==> src/rtl/pdatapath_pkg.sv <==
// Shared definitions for the multicycle processor datapath: opcodes,
// instruction field positions, FSM state type and small decode helpers.
package pdatapath_pkg;

  localparam int INSTR_W = 16;

  // Instruction field positions
  localparam int OPC_HI = 15;
  localparam int OPC_LO = 12;
  localparam int RS_HI  = 11;
  localparam int RS_LO  = 10;
  localparam int RT_HI  = 9;
  localparam int RT_LO  = 8;
  localparam int RD_HI  = 7;
  localparam int RD_LO  = 6;
  localparam int IMM_HI = 7;
  localparam int IMM_LO = 0;

  // Opcodes; 13 and 14 fall through decode as NOP
  localparam logic [3:0] OP_ADD  = 4'd0;
  localparam logic [3:0] OP_SUB  = 4'd1;
  localparam logic [3:0] OP_AND  = 4'd2;
  localparam logic [3:0] OP_OR   = 4'd3;
  localparam logic [3:0] OP_XOR  = 4'd4;
  localparam logic [3:0] OP_SLT  = 4'd5;
  localparam logic [3:0] OP_ADDI = 4'd6;
  localparam logic [3:0] OP_LI   = 4'd7;
  localparam logic [3:0] OP_LW   = 4'd8;
  localparam logic [3:0] OP_SW   = 4'd9;
  localparam logic [3:0] OP_BEQ  = 4'd10;
  localparam logic [3:0] OP_BNE  = 4'd11;
  localparam logic [3:0] OP_J    = 4'd12;
  localparam logic [3:0] OP_HALT = 4'd15;

  typedef enum logic [2:0] {
    ST_IDLE,
    ST_FETCH,
    ST_DECODE,
    ST_EXEC,
    ST_MEM,
    ST_WB,
    ST_HALT
  } state_t;

  // R-type ops occupy opcodes 0..5 and write rd
  function automatic logic is_rtype(input logic [3:0] op);
    return (op <= OP_SLT);
  endfunction

  // Ops whose result comes straight from the ALU and go through WB
  function automatic logic is_alu_wb(input logic [3:0] op);
    return (op <= OP_LI);
  endfunction

  // Ops that refresh the overflow flag
  function automatic logic updates_ovf(input logic [3:0] op);
    return (op == OP_ADD) || (op == OP_SUB) || (op == OP_ADDI);
  endfunction

endpackage

==> src/rtl/pdp_regfile.sv <==
// 4-entry register file: two asynchronous read ports for operands, one
// synchronous write port, plus a combinational debug tap. r0 reads zero.
module pdp_regfile #(
  parameter int DATA_W = 8
) (
  input  logic              clk,
  input  logic              rst_n,
  input  logic [1:0]        raddr_a,
  input  logic [1:0]        raddr_b,
  output logic [DATA_W-1:0] rdata_a,
  output logic [DATA_W-1:0] rdata_b,
  input  logic              we,
  input  logic [1:0]        waddr,
  input  logic [DATA_W-1:0] wdata,
  input  logic [1:0]        dbg_sel,
  output logic [DATA_W-1:0] dbg_data
);

  logic [DATA_W-1:0] regs [4];

  // Register storage; writes aimed at r0 are dropped so it stays zero
  always_ff @(posedge clk or negedge rst_n) begin
    if (!rst_n) begin
      for (int i = 0; i < 4; i++) regs[i] <= '0;
    end else if (we && (waddr != 2'd0)) begin
      regs[waddr] <= wdata;
    end
  end

  assign rdata_a  = (raddr_a == 2'd0) ? '0 : regs[raddr_a];
  assign rdata_b  = (raddr_b == 2'd0) ? '0 : regs[raddr_b];
  assign dbg_data = (dbg_sel == 2'd0) ? '0 : regs[dbg_sel];

endmodule

==> src/rtl/pdatapath_multicycle.sv <==
// Multicycle 16-bit-instruction processor: IDLE -> FETCH -> DECODE -> EXEC
// [-> MEM] [-> WB] -> IDLE, one instruction per start. Instruction and data
// memories are inline and are not cleared by reset.
//
// Strobe semantics: step and prog_we are single-cycle strobes sampled on the
// rising clock edge. A start (run_mode=1, or step=1 in step mode) is taken
// only in IDLE. prog_we is taken only in IDLE or HALT; when it coincides
// with a start in IDLE the write wins and the start waits one cycle, so a
// step pulse in that cycle is dropped.
module pdatapath_multicycle
  import pdatapath_pkg::*;
#(
  parameter  int DATA_W     = 8,
  parameter  int IMEM_DEPTH = 16,
  parameter  int DMEM_DEPTH = 16,
  localparam int PW         = $clog2(IMEM_DEPTH)
) (
  input  logic               clk,
  input  logic               rst_general,
  input  logic               run_mode,
  input  logic               step,
  input  logic               prog_we,
  input  logic [PW-1:0]      prog_addr,
  input  logic [15:0]        prog_data,
  input  logic [1:0]         dbg_sel,
  output logic [DATA_W-1:0]  dbg_data,
  output logic [PW-1:0]      pc,
  output logic [DATA_W-1:0]  result,
  output logic               ovf,
  output logic               busy,
  output logic               halted,
  output logic               instr_done
);

  localparam int AW = $clog2(DMEM_DEPTH);

  // FSM state (kept as a named enum so it can be observed directly)
  state_t state_q, state_d;

  // Memories
  logic [INSTR_W-1:0] imem [IMEM_DEPTH];
  logic [DATA_W-1:0]  dmem [DMEM_DEPTH];

  // Pipeline-style holding registers between multicycle stages
  logic [INSTR_W-1:0] ir_q;
  logic [DATA_W-1:0]  a_q, b_q, alu_q, mdr_q, result_q;
  logic               alu_ovf_q, ovf_q, instr_done_q;
  logic [PW-1:0]      pc_q, pc_next;

  // Decoded fields
  logic [3:0]        op;
  logic [1:0]        rs_f, rt_f, rd_f;
  logic [7:0]        imm8;
  logic [DATA_W-1:0] imm_ext;
  logic [PW-1:0]     imm_pc;

  assign op      = ir_q[OPC_HI:OPC_LO];
  assign rs_f    = ir_q[RS_HI:RS_LO];
  assign rt_f    = ir_q[RT_HI:RT_LO];
  assign rd_f    = ir_q[RD_HI:RD_LO];
  assign imm8    = ir_q[IMM_HI:IMM_LO];
  assign imm_ext = DATA_W'($signed(imm8));
  assign imm_pc  = PW'($signed(imm8));

  // Control
  logic              start, busy_w, retire, imem_we, dmem_we;
  logic [AW-1:0]     daddr;
  logic [DATA_W-1:0] alu_res;
  logic              alu_ovf;

  // Register file interface
  logic [DATA_W-1:0] rf_rdata_a, rf_rdata_b, rf_wdata;
  logic [1:0]        rf_waddr;
  logic              rf_we;

  assign start   = (run_mode | step) & ~prog_we;
  assign imem_we = prog_we & ((state_q == ST_IDLE) | (state_q == ST_HALT));
  assign dmem_we = (state_q == ST_MEM) && (op == OP_SW);
  assign daddr   = AW'(alu_q);

  assign rf_we    = (state_q == ST_WB);
  assign rf_waddr = is_rtype(op) ? rd_f : rt_f;
  assign rf_wdata = (op == OP_LW) ? mdr_q : alu_q;

  pdp_regfile #(
    .DATA_W (DATA_W)
  ) u_regfile (
    .clk      (clk),
    .rst_n    (rst_general),
    .raddr_a  (rs_f),
    .raddr_b  (rt_f),
    .rdata_a  (rf_rdata_a),
    .rdata_b  (rf_rdata_b),
    .we       (rf_we),
    .waddr    (rf_waddr),
    .wdata    (rf_wdata),
    .dbg_sel  (dbg_sel),
    .dbg_data (dbg_data)
  );

  // FSM state register
  always_ff @(posedge clk or negedge rst_general) begin
    if (!rst_general) state_q <= ST_IDLE;
    else              state_q <= state_d;
  end

  // FSM next state, busy and retirement decode
  always_comb begin
    state_d = state_q;
    busy_w  = 1'b0;
    retire  = 1'b0;
    case (state_q)
      ST_IDLE:   if (start) state_d = ST_FETCH;
      ST_FETCH:  state_d = ST_DECODE;
      ST_DECODE: state_d = (op == OP_HALT) ? ST_HALT : ST_EXEC;
      ST_EXEC: begin
        if (is_alu_wb(op))                      state_d = ST_WB;
        else if ((op == OP_LW) || (op == OP_SW)) state_d = ST_MEM;
        else                                     state_d = ST_IDLE;
      end
      ST_MEM:    state_d = (op == OP_LW) ? ST_WB : ST_IDLE;
      ST_WB:     state_d = ST_IDLE;
      ST_HALT:   state_d = ST_HALT;
      default:   state_d = ST_IDLE;
    endcase
    busy_w = (state_q != ST_IDLE) && (state_q != ST_HALT);
    // Only EXEC, MEM and WB can fall back to IDLE, each ending an instruction
    retire = busy_w && (state_d == ST_IDLE);
  end

  // ALU, evaluated on the operands latched in DECODE
  always_comb begin
    alu_res = '0;
    alu_ovf = 1'b0;
    case (op)
      OP_ADD: begin
        alu_res = a_q + b_q;
        alu_ovf = (a_q[DATA_W-1] == b_q[DATA_W-1]) && (alu_res[DATA_W-1] != a_q[DATA_W-1]);
      end
      OP_SUB: begin
        alu_res = a_q - b_q;
        alu_ovf = (a_q[DATA_W-1] != b_q[DATA_W-1]) && (alu_res[DATA_W-1] != a_q[DATA_W-1]);
      end
      OP_AND:  alu_res = a_q & b_q;
      OP_OR:   alu_res = a_q | b_q;
      OP_XOR:  alu_res = a_q ^ b_q;
      OP_SLT:  alu_res = ($signed(a_q) < $signed(b_q)) ? DATA_W'(1) : '0;
      OP_ADDI: begin
        alu_res = a_q + imm_ext;
        alu_ovf = (a_q[DATA_W-1] == imm_ext[DATA_W-1]) && (alu_res[DATA_W-1] != a_q[DATA_W-1]);
      end
      OP_LI:   alu_res = imm_ext;
      OP_LW,
      OP_SW:   alu_res = a_q + imm_ext;   // effective data address
      default: alu_res = '0;
    endcase
  end

  // Next PC: sequential by default, branch/jump resolved in EXEC; wraps naturally
  always_comb begin
    pc_next = pc_q + PW'(1);
    if (state_q == ST_EXEC) begin
      case (op)
        OP_BEQ:  if (a_q == b_q) pc_next = pc_q + PW'(1) + imm_pc;
        OP_BNE:  if (a_q != b_q) pc_next = pc_q + PW'(1) + imm_pc;
        OP_J:    pc_next = PW'(imm8);
        default: pc_next = pc_q + PW'(1);
      endcase
    end
  end

  // Datapath registers, PC, result/overflow and retirement pulse
  always_ff @(posedge clk or negedge rst_general) begin
    if (!rst_general) begin
      ir_q         <= '0;
      a_q          <= '0;
      b_q          <= '0;
      alu_q        <= '0;
      alu_ovf_q    <= 1'b0;
      mdr_q        <= '0;
      result_q     <= '0;
      ovf_q        <= 1'b0;
      pc_q         <= '0;
      instr_done_q <= 1'b0;
    end else begin
      instr_done_q <= retire;
      if (state_q == ST_FETCH) ir_q <= imem[pc_q];
      if (state_q == ST_DECODE) begin
        a_q <= rf_rdata_a;
        b_q <= rf_rdata_b;
      end
      if (state_q == ST_EXEC) begin
        alu_q     <= alu_res;
        alu_ovf_q <= alu_ovf;
      end
      if ((state_q == ST_MEM) && (op == OP_LW)) mdr_q <= dmem[daddr];
      if (rf_we) begin
        result_q <= rf_wdata;
        if (updates_ovf(op)) ovf_q <= alu_ovf_q;
      end
      if (retire) pc_q <= pc_next;
    end
  end

  // Instruction memory programming port (contents survive reset)
  always_ff @(posedge clk) begin
    if (imem_we) imem[prog_addr] <= prog_data;
  end

  // Data memory store port (contents survive reset)
  always_ff @(posedge clk) begin
    if (dmem_we) dmem[daddr] <= b_q;
  end

  assign pc         = pc_q;
  assign result     = result_q;
  assign ovf        = ovf_q;
  assign busy       = busy_w;
  assign halted     = (state_q == ST_HALT);
  assign instr_done = instr_done_q;

endmodule

==> config.mk <==
export PLATFORM = sky130hd
export DESIGN_NAME = pdatapath_multicycle
export DESIGN_NICKNAME = d
export VERILOG_FILES = /design/src/rtl/pdatapath_pkg.sv /design/src/rtl/pdp_regfile.sv /design/src/rtl/pdatapath_multicycle.sv
export SDC_FILE = /design/constraint.sdc
export NUM_CORES = 1
export LEC_CHECK = 0
export ABC_AREA = 1
export BUFFER_PORTS_ARGS = -buffer_cell sky130_fd_sc_hd__buf_2
export CAP_MARGIN = 40
export CORE_MARGIN = 5
export CORE_UTILIZATION = 30
export CTS_CLUSTER_DIAMETER = 80
export DETAILED_ROUTE_END_ITERATION = 10
export GPL_TIMING_DRIVEN = 1
export MAX_ROUTING_LAYER = met4
export PLACE_DENSITY = 0.54
export SLEW_MARGIN = 10
export SYNTH_ARGS = -nofsm -noshare
export SYNTH_HDL_FRONTEND = slang
export SYNTH_SLANG_ARGS = --single-unit
==> constraint.sdc <==
create_clock -name clk -period 2.6 [get_ports clk]
set_input_delay 0.26 -clock clk [delete_from_list [all_inputs] [get_ports clk]]
set_output_delay 0.26 -clock clk [all_outputs]
set_load 0.02 [all_outputs]
==> metrics, run 1 <==
Final GP Congestion=0.900; reg2reg path depth=12; CTS Sinks=482; worst setup path start=a_q[7]$_DFFE_PN0P_; Initial Util=0.303; worst vdd ir=611 µV; first-pass GRT wire length=94800 µm; Setup CP Type=reg -> reg; die width=277 µm; Die H=277 µm; Nets=2178; worst r2r src=a_q[7]$_DFFE_PN0P_; Detailed Place HPWL=42300 µm; Critical Path Start Type=flip-flop; Mean Syn Cell Area=10.7 µm²; RSZ-0062 raised after global routing=no; Syn Nets=2064; CP max FO=7; num rows=97; status=complete, no violations; WL/cell=20.2 µm; clk buf depth=3; synthesis-to-layout area growth=17.3%; Fmax achieved=443 MHz; Core Region=70300 µm²; Top FF cell, synth=edfxtp_1; initial antenna violation count=1; total power=26.8 mW; share of layout cells above drive strength 1=0.123; reg-to-reg slack, setup=340 ps; final wirelength=62400 µm; Reg clk slew, reported paths=60 ps; worst min path class=in -> reg; post-synthesis register bit count=482; Max Slew Vio Count=0; sequential share of the synthesized area=0.656; via count=15.3k; DP Worst Slack=336 ps; reg2reg end=pc[0]$_DFFE_PN0P_; # IOs=51; async set or reset register ratio after synthesis=0.203; cts hold-fix bufs=1; Warnings, synthesis=0; Crit path largest cell delay=490 ps; Final setup viols=0; Final ANT Viol Nets=0; CP endpoint kind=flip-flop; slew margin rel.=0.445; vias in the first global route=15.2k; DR pass1 iterations=5; ANT cells=0; CP cell instances=inv_1 > ha_1 > nor2_1 > nand2_1 > nor2_1 > nand2_1 > nand2_1 > nand2_1 > nand2_1 > nand3_1 > nand3_1 > o21ai_0; TritonCTS Buffers=52; full die area=76500 µm²; Setup Total Neg Slack=0 ps; count of cells resized by post-cts repair=0; Synth Cell Area=21300 µm²; power per cell area=1070 nW/µm²; FILL cells=7039; final hold vios=0; Mapped Cells=1996; Tmin final=2260 ps; Synth cell types=42; Least-Margin Pin Slew=810 ps; CTS tree=built; Initial DRC Count=1461; CTS H-tree lvls=2; clk_skew=23.8 ps; Setup Buffers After CTS=0; crit-path most repeated cell=nand2_1; fin crit share=0.868; Setup crit end=pc[0]$_DFFE_PN0P_; Storage cell area=14000 µm²; Critical Path RT=3070 ps; clk root buf=clkbuf_16; clk_lat worst skew=610 ps; Arr. time, crit path=2730 ps; CP max-delay cell=dfrtp_1; GRT Util Overall=0.163; overflow left after global routing=0; area of the multi-input gates=6510 µm²; Vias/cell=4.96; Max-cap violations=0; fin worst setup slack=344 ps; largest net degree at the start of global routing=56; Post-synth EDFFs=384; Leak=9.64 nW; Port Buffers=50; DRC violations left=0; Hold WS=32.8 ps
## placed cells by master, fill, tap and decap left out, types with 18 or more instances in the layout
cell type  count
a21oi_1      120
a22oi_1       49
buf_2         49
buf_4         88
clkbuf_1      21
clkbuf_16     52
dfrtp_1       96
edfxtp_1     384
ha_1          37
inv_1        112
mux2i_1       18
nand2_1      527
nand3_1      103
nand4_1       19
nor2_1       149
nor2_2        22
o211ai_1      20
o21ai_0      135
o22ai_1       22
## per-stage QoR
stage | utilization | instance area, µm² | instances
finish | 0.356 | 25000 | 3093
global route | 0.356 | 25000 | 3093
CTS | 0.356 | 25000 | 3093
detailed placement | 0.332 | 23400 | 2995
global placement | 0.332 | 23400 | 2995
floorplan | - | 21300 | 1996
## sequential cells by signal, summed over array words and instances (netlist names)
name            cells
mdr_q               8
dmem              128
ir_q               16
a_q                 8
alu_ovf_q           1
imem              256
state_q             3
u_regfile.regs     32
alu_q               8
pc                  4
instr_done          1
ovf                 1
b_q                 8
result              8
## power breakdown
part / internal, mW / switching [mW]
clock: 4.06 / 3.10
sequential: 9.16 / 0.651
combinational: 2.99 / 6.87
total: 16.2 / 10.6
## synthesized netlist by cell type, types with 19 or more instances
library cell    n  share of area
nand2_1       527          0.093
inv_1         113          0.020
buf_2          38         0.0089
a22oi_1        49          0.017
nor2_1        169          0.030
ha_1           37          0.022
o211ai_1       20         0.0070
edfxtp_1      384           0.54
nand4_1        19         0.0056
nand3_1       103          0.024
clkbuf_1       48         0.0084
o22ai_1        22         0.0065
a21oi_1       120          0.028
o21ai_0       135          0.032
dfrtp_1        98           0.12
## metal layers
| metal | share of wire | vias up | wire, µm | track usage |
|---|---|---|---|---|
| met5 | 0 | - | 0 | - |
| met4 | 0.026 | 0 | 1630 | 0.0410 |
| met3 | 0.064 | 100 | 4000 | 0.0303 |
| met2 | 0.46 | 460 | 28900 | 0.256 |
| met1 | 0.45 | 7562 | 27900 | 0.222 |
| li1 | - | 7210 | - | - |
## area by class of cell
type / count / share of cell area
Clock buffer: 74 / 0.0557
Clock inverter: 23 / 0.00971
Inverter: 123 / 0.0185
Multi-Input combinational cell: 1297 / 0.260
Sequential cell: 482 / 0.559
Tap cell: 940 / 0.0470
Timing Repair Buffer: 154 / 0.0494
## worst min-delay path by stage
stage,from,to,slack (ps),cells after the start
global placement,rst_general,b_q[4]$_DFFE_PN0P_,310,1
detailed placement,rst_general,u_regfile.regs[3]$_DFFE_PN0P_,320,1
CTS,run_mode,state_q[0]$_DFF_PN0_,70,3
global route,run_mode,state_q[0]$_DFF_PN0_,60,3
floorplan,rst_general,a_q[0]$_DFFE_PN0P_,-40,0
finish,run_mode,state_q[0]$_DFF_PN0_,30,3
## cells by family (layout without fill, tap and decap cells)
family	after synthesis	in the layout	synth area share
xor+xnor	4	4	0.00164
buf+inv	217	374	0.0413
mux	19	19	0.00898
flops	482	482	0.656
compound gates	397	397	0.108
simple gates	836	836	0.158
fa+ha+maj	41	41	0.0255
## critical path: cells and delay by family (launching register included)
kind                       cells  cell delay [ps]
buffers and inverters          1              160
DFF                            1              490
and+or+nand+nor                9              990
AOI/OAI and AO/OA              1               80
adders and majority gates      1              410
(Power assumes the default switching activity.)
==> run 2, diff against run 1 <==
--- a/config.mk
+++ b/config.mk
@@ -9,12 +9,12 @@
 export BUFFER_PORTS_ARGS = -buffer_cell sky130_fd_sc_hd__buf_2
 export CAP_MARGIN = 40
 export CORE_MARGIN = 5
-export CORE_UTILIZATION = 30
+export CORE_UTILIZATION = 40
 export CTS_CLUSTER_DIAMETER = 80
 export DETAILED_ROUTE_END_ITERATION = 10
 export GPL_TIMING_DRIVEN = 1
 export MAX_ROUTING_LAYER = met4
-export PLACE_DENSITY = 0.54
+export PLACE_DENSITY_LB_ADDON = 0.2
 export SLEW_MARGIN = 10
 export SYNTH_ARGS = -nofsm -noshare
 export SYNTH_HDL_FRONTEND = slang
==> constraint.sdc (replaced) <==
create_clock -name clk -period 2.08 [get_ports clk]
set_input_delay 0.208 -clock clk [delete_from_list [all_inputs] [get_ports clk]]
set_output_delay 0.208 -clock clk [all_outputs]
set_load 0.02 [all_outputs]
==> metrics, run 2 (synthesis gave the netlist of run 1 again) <==
WL/cell=20.8 µm (+3.2%); CP cell instances=inv_1 > nand2_1 > nor2_4 > nor2_1 > nor2_2 > buf_4 > nand3_2 > nor2_4 > buf_12; FILL cells=4710 (-33%); CP endpoint kind=flip-flop; Top reg by flops=imem; Crit path largest cell delay=420 ps (-70 ps); clk buf depth=3 (unchanged); largest net degree at the start of global routing=93 (+66%); Tmin final=1960 ps (-296 ps); CTS H-tree lvls=2 (unchanged); Fmax achieved=510 MHz (+15%); Setup Total Neg Slack=0 ps (unchanged); synthesis-to-layout area growth=20.1%; power per cell area=1360 nW/µm² (+27%); share of layout cells above drive strength 1=0.150 (+0.0267); Vias/cell=5.30 (+7.0%); TritonCTS Buffers=52 (unchanged); Final ANT Viol Nets=0 (unchanged); Detailed Place HPWL=40400 µm (-4.5%); die width=241 µm (-13%); fin crit share=0.942 (+0.0746); most frequent cells in the layout=nand2_1 (524), edfxtp_1 (384), nor2_1 (144), o21ai_0 (133), a21oi_1 (117); overflow left after global routing=0 (unchanged); first-pass GRT wire length=92100 µm (-2.8%); total power=34.8 mW (+30%); Arr. time, crit path=2260 ps (-470 ps); CTS tree=built; Final setup viols=0 (unchanged); crit-path most repeated cell=nor2_4; via count=15.3k (-0.18%); Initial DRC Count=1203 (-18%); fin worst setup slack=120 ps (-224 ps); Port Buffers=50 (unchanged); Reg clk slew, reported paths=60 ps (about the same); final wirelength=60100 µm (-3.7%); status=complete, no violations; commonest non-fill, non-tap cell in the layout=nand2_1; biggest regs=imem (256), dmem (128), u_regfile.regs (32); slew margin rel.=0.586 (+0.141); Core Region=52700 µm² (-25%); clk_skew=24.0 ps (+0.174 ps); clk root buf=clkbuf_16; Critical Path RT=2380 ps (-690 ps); Max-cap violations=0 (unchanged); Storage cell area=14000 µm² (unchanged); Die H=241 µm (-13%); full die area=58000 µm² (-24%); DR pass1 iterations=5 (unchanged); worst min path class=in -> reg; Leak=9.98 nW (+3.5%); Max Slew Vio Count=0 (unchanged); worst vdd ir=731 µV (+20%); Setup CP Type=reg -> reg; Final GP Congestion=0.945 (+5.0%); DP Worst Slack=-15.9 ps (-352 ps); CP max FO=11 (+4); Least-Margin Pin Slew=621 ps (-189 ps); # IOs=51 (unchanged); vias in the first global route=15.3k (+0.28%); area of the multi-input gates=6680 µm² (+2.7%); Nets=2223 (+2.1%); ANT cells=0 (unchanged); Critical Path Start Type=flip-flop; final hold vios=0 (unchanged); CTS Sinks=482 (unchanged); RSZ-0062 raised after global routing=yes; CP max-delay cell=dfrtp_1; num rows=84 (-13%); initial antenna violation count=0 (-1); Initial Util=0.405 (+0.102); GRT Util Overall=0.212 (+0.0490); clk_lat worst skew=610 ps (about the same); number of flip-flops in the largest register=256 (unchanged); DRC violations left=0 (unchanged)
[run 2: changes by cell type in the layout (fill, tap and decap cells not counted), sizes merged]
cell,previous run,this run
buf,153,184
bufinv,3,6
clkinv,26,27
clkinvlp,0,5
dlygate4sd3,1,13
clkbuf,74,66
[run 2: final cells by class]
| type | instances | share of cell area |
|---|---|---|
| tap | 688 | 0.0336 |
| clock buffer | 64 | 0.0546 |
| timing repair buffer | 199 | 0.0724 |
| sequential | 482 | 0.546 |
| inverter | 123 | 0.0183 |
| clock inverter | 32 | 0.0136 |
| multi-input combinational | 1297 | 0.261 |
[run 2: worst paths after layout]
| check | startpoint | to | slack (ps) | cells past startpoint |
|---|---|---|---|---|
| worst max register to register | state_q[0]$_DFF_PN0_ | imem[12][2]$_DFFE_PP_ | 120 | 9 |
| min in group asynchronous | rst_general | u_regfile.regs[20]$_DFFE_PN0P_ | 170 | 2 |
| worst max-delay path | state_q[0]$_DFF_PN0_ | imem[12][2]$_DFFE_PP_ | 120 | 9 |
| max in group asynchronous | rst_general | a_q[1]$_DFFE_PN0P_ | 1190 | 3 |
| worst min register to register | u_regfile.regs[27]$_DFFE_PN0P_ | u_regfile.regs[27]$_DFFE_PN0P_ | 440 | 0 |
| worst min-delay path | prog_data[10] | imem[1][10]$_DFFE_PP_ | 30 | 1 |
[run 2: report_power, final]
part	internal, mW	switching [mW]
logic	4.46	8.75
registers	11.4	0.716
clock network	5.53	3.85
total	21.4	13.3
[run 2: timing repair]
action / 4_1_cts / 5_1_grt
pin swaps: 0 / 2
cloned: 0 / 2
gates resized for setup: 2 / 23
hold endpoints to repair: 149 / 0
hold buffers: 13 / 0
buffers inserted: 0 / 0
setup endpoints to repair: 2 / 209
[run 2: through the flow]
step	hold WS (ps)	std cells	utilization	instance area (µm²)
CTS	5.74	2883	0.484	25500
floorplan	-87.6	1996	-	21500
global placement	251	2774	0.448	23600
finish	29.0	2885	0.486	25600
global route	27.8	2885	0.486	25600
detailed placement	258	2774	0.448	23600
[run 2: per-layer routing]
metal  global-route usage  share of wire  vias to the layer above
li1                     -              -                     7307
met1                0.278           0.44                     7546
met2                0.354           0.49                      346
met3               0.0259          0.040                      105
met4               0.0564          0.025                        0
met5                    -              0                        -
[run 2: worst max-delay path: cells and delay by family (launching register included)]
family,cells,cell delay (ps)
simple gates,6,760
buf+inv,3,450
flops,1,420
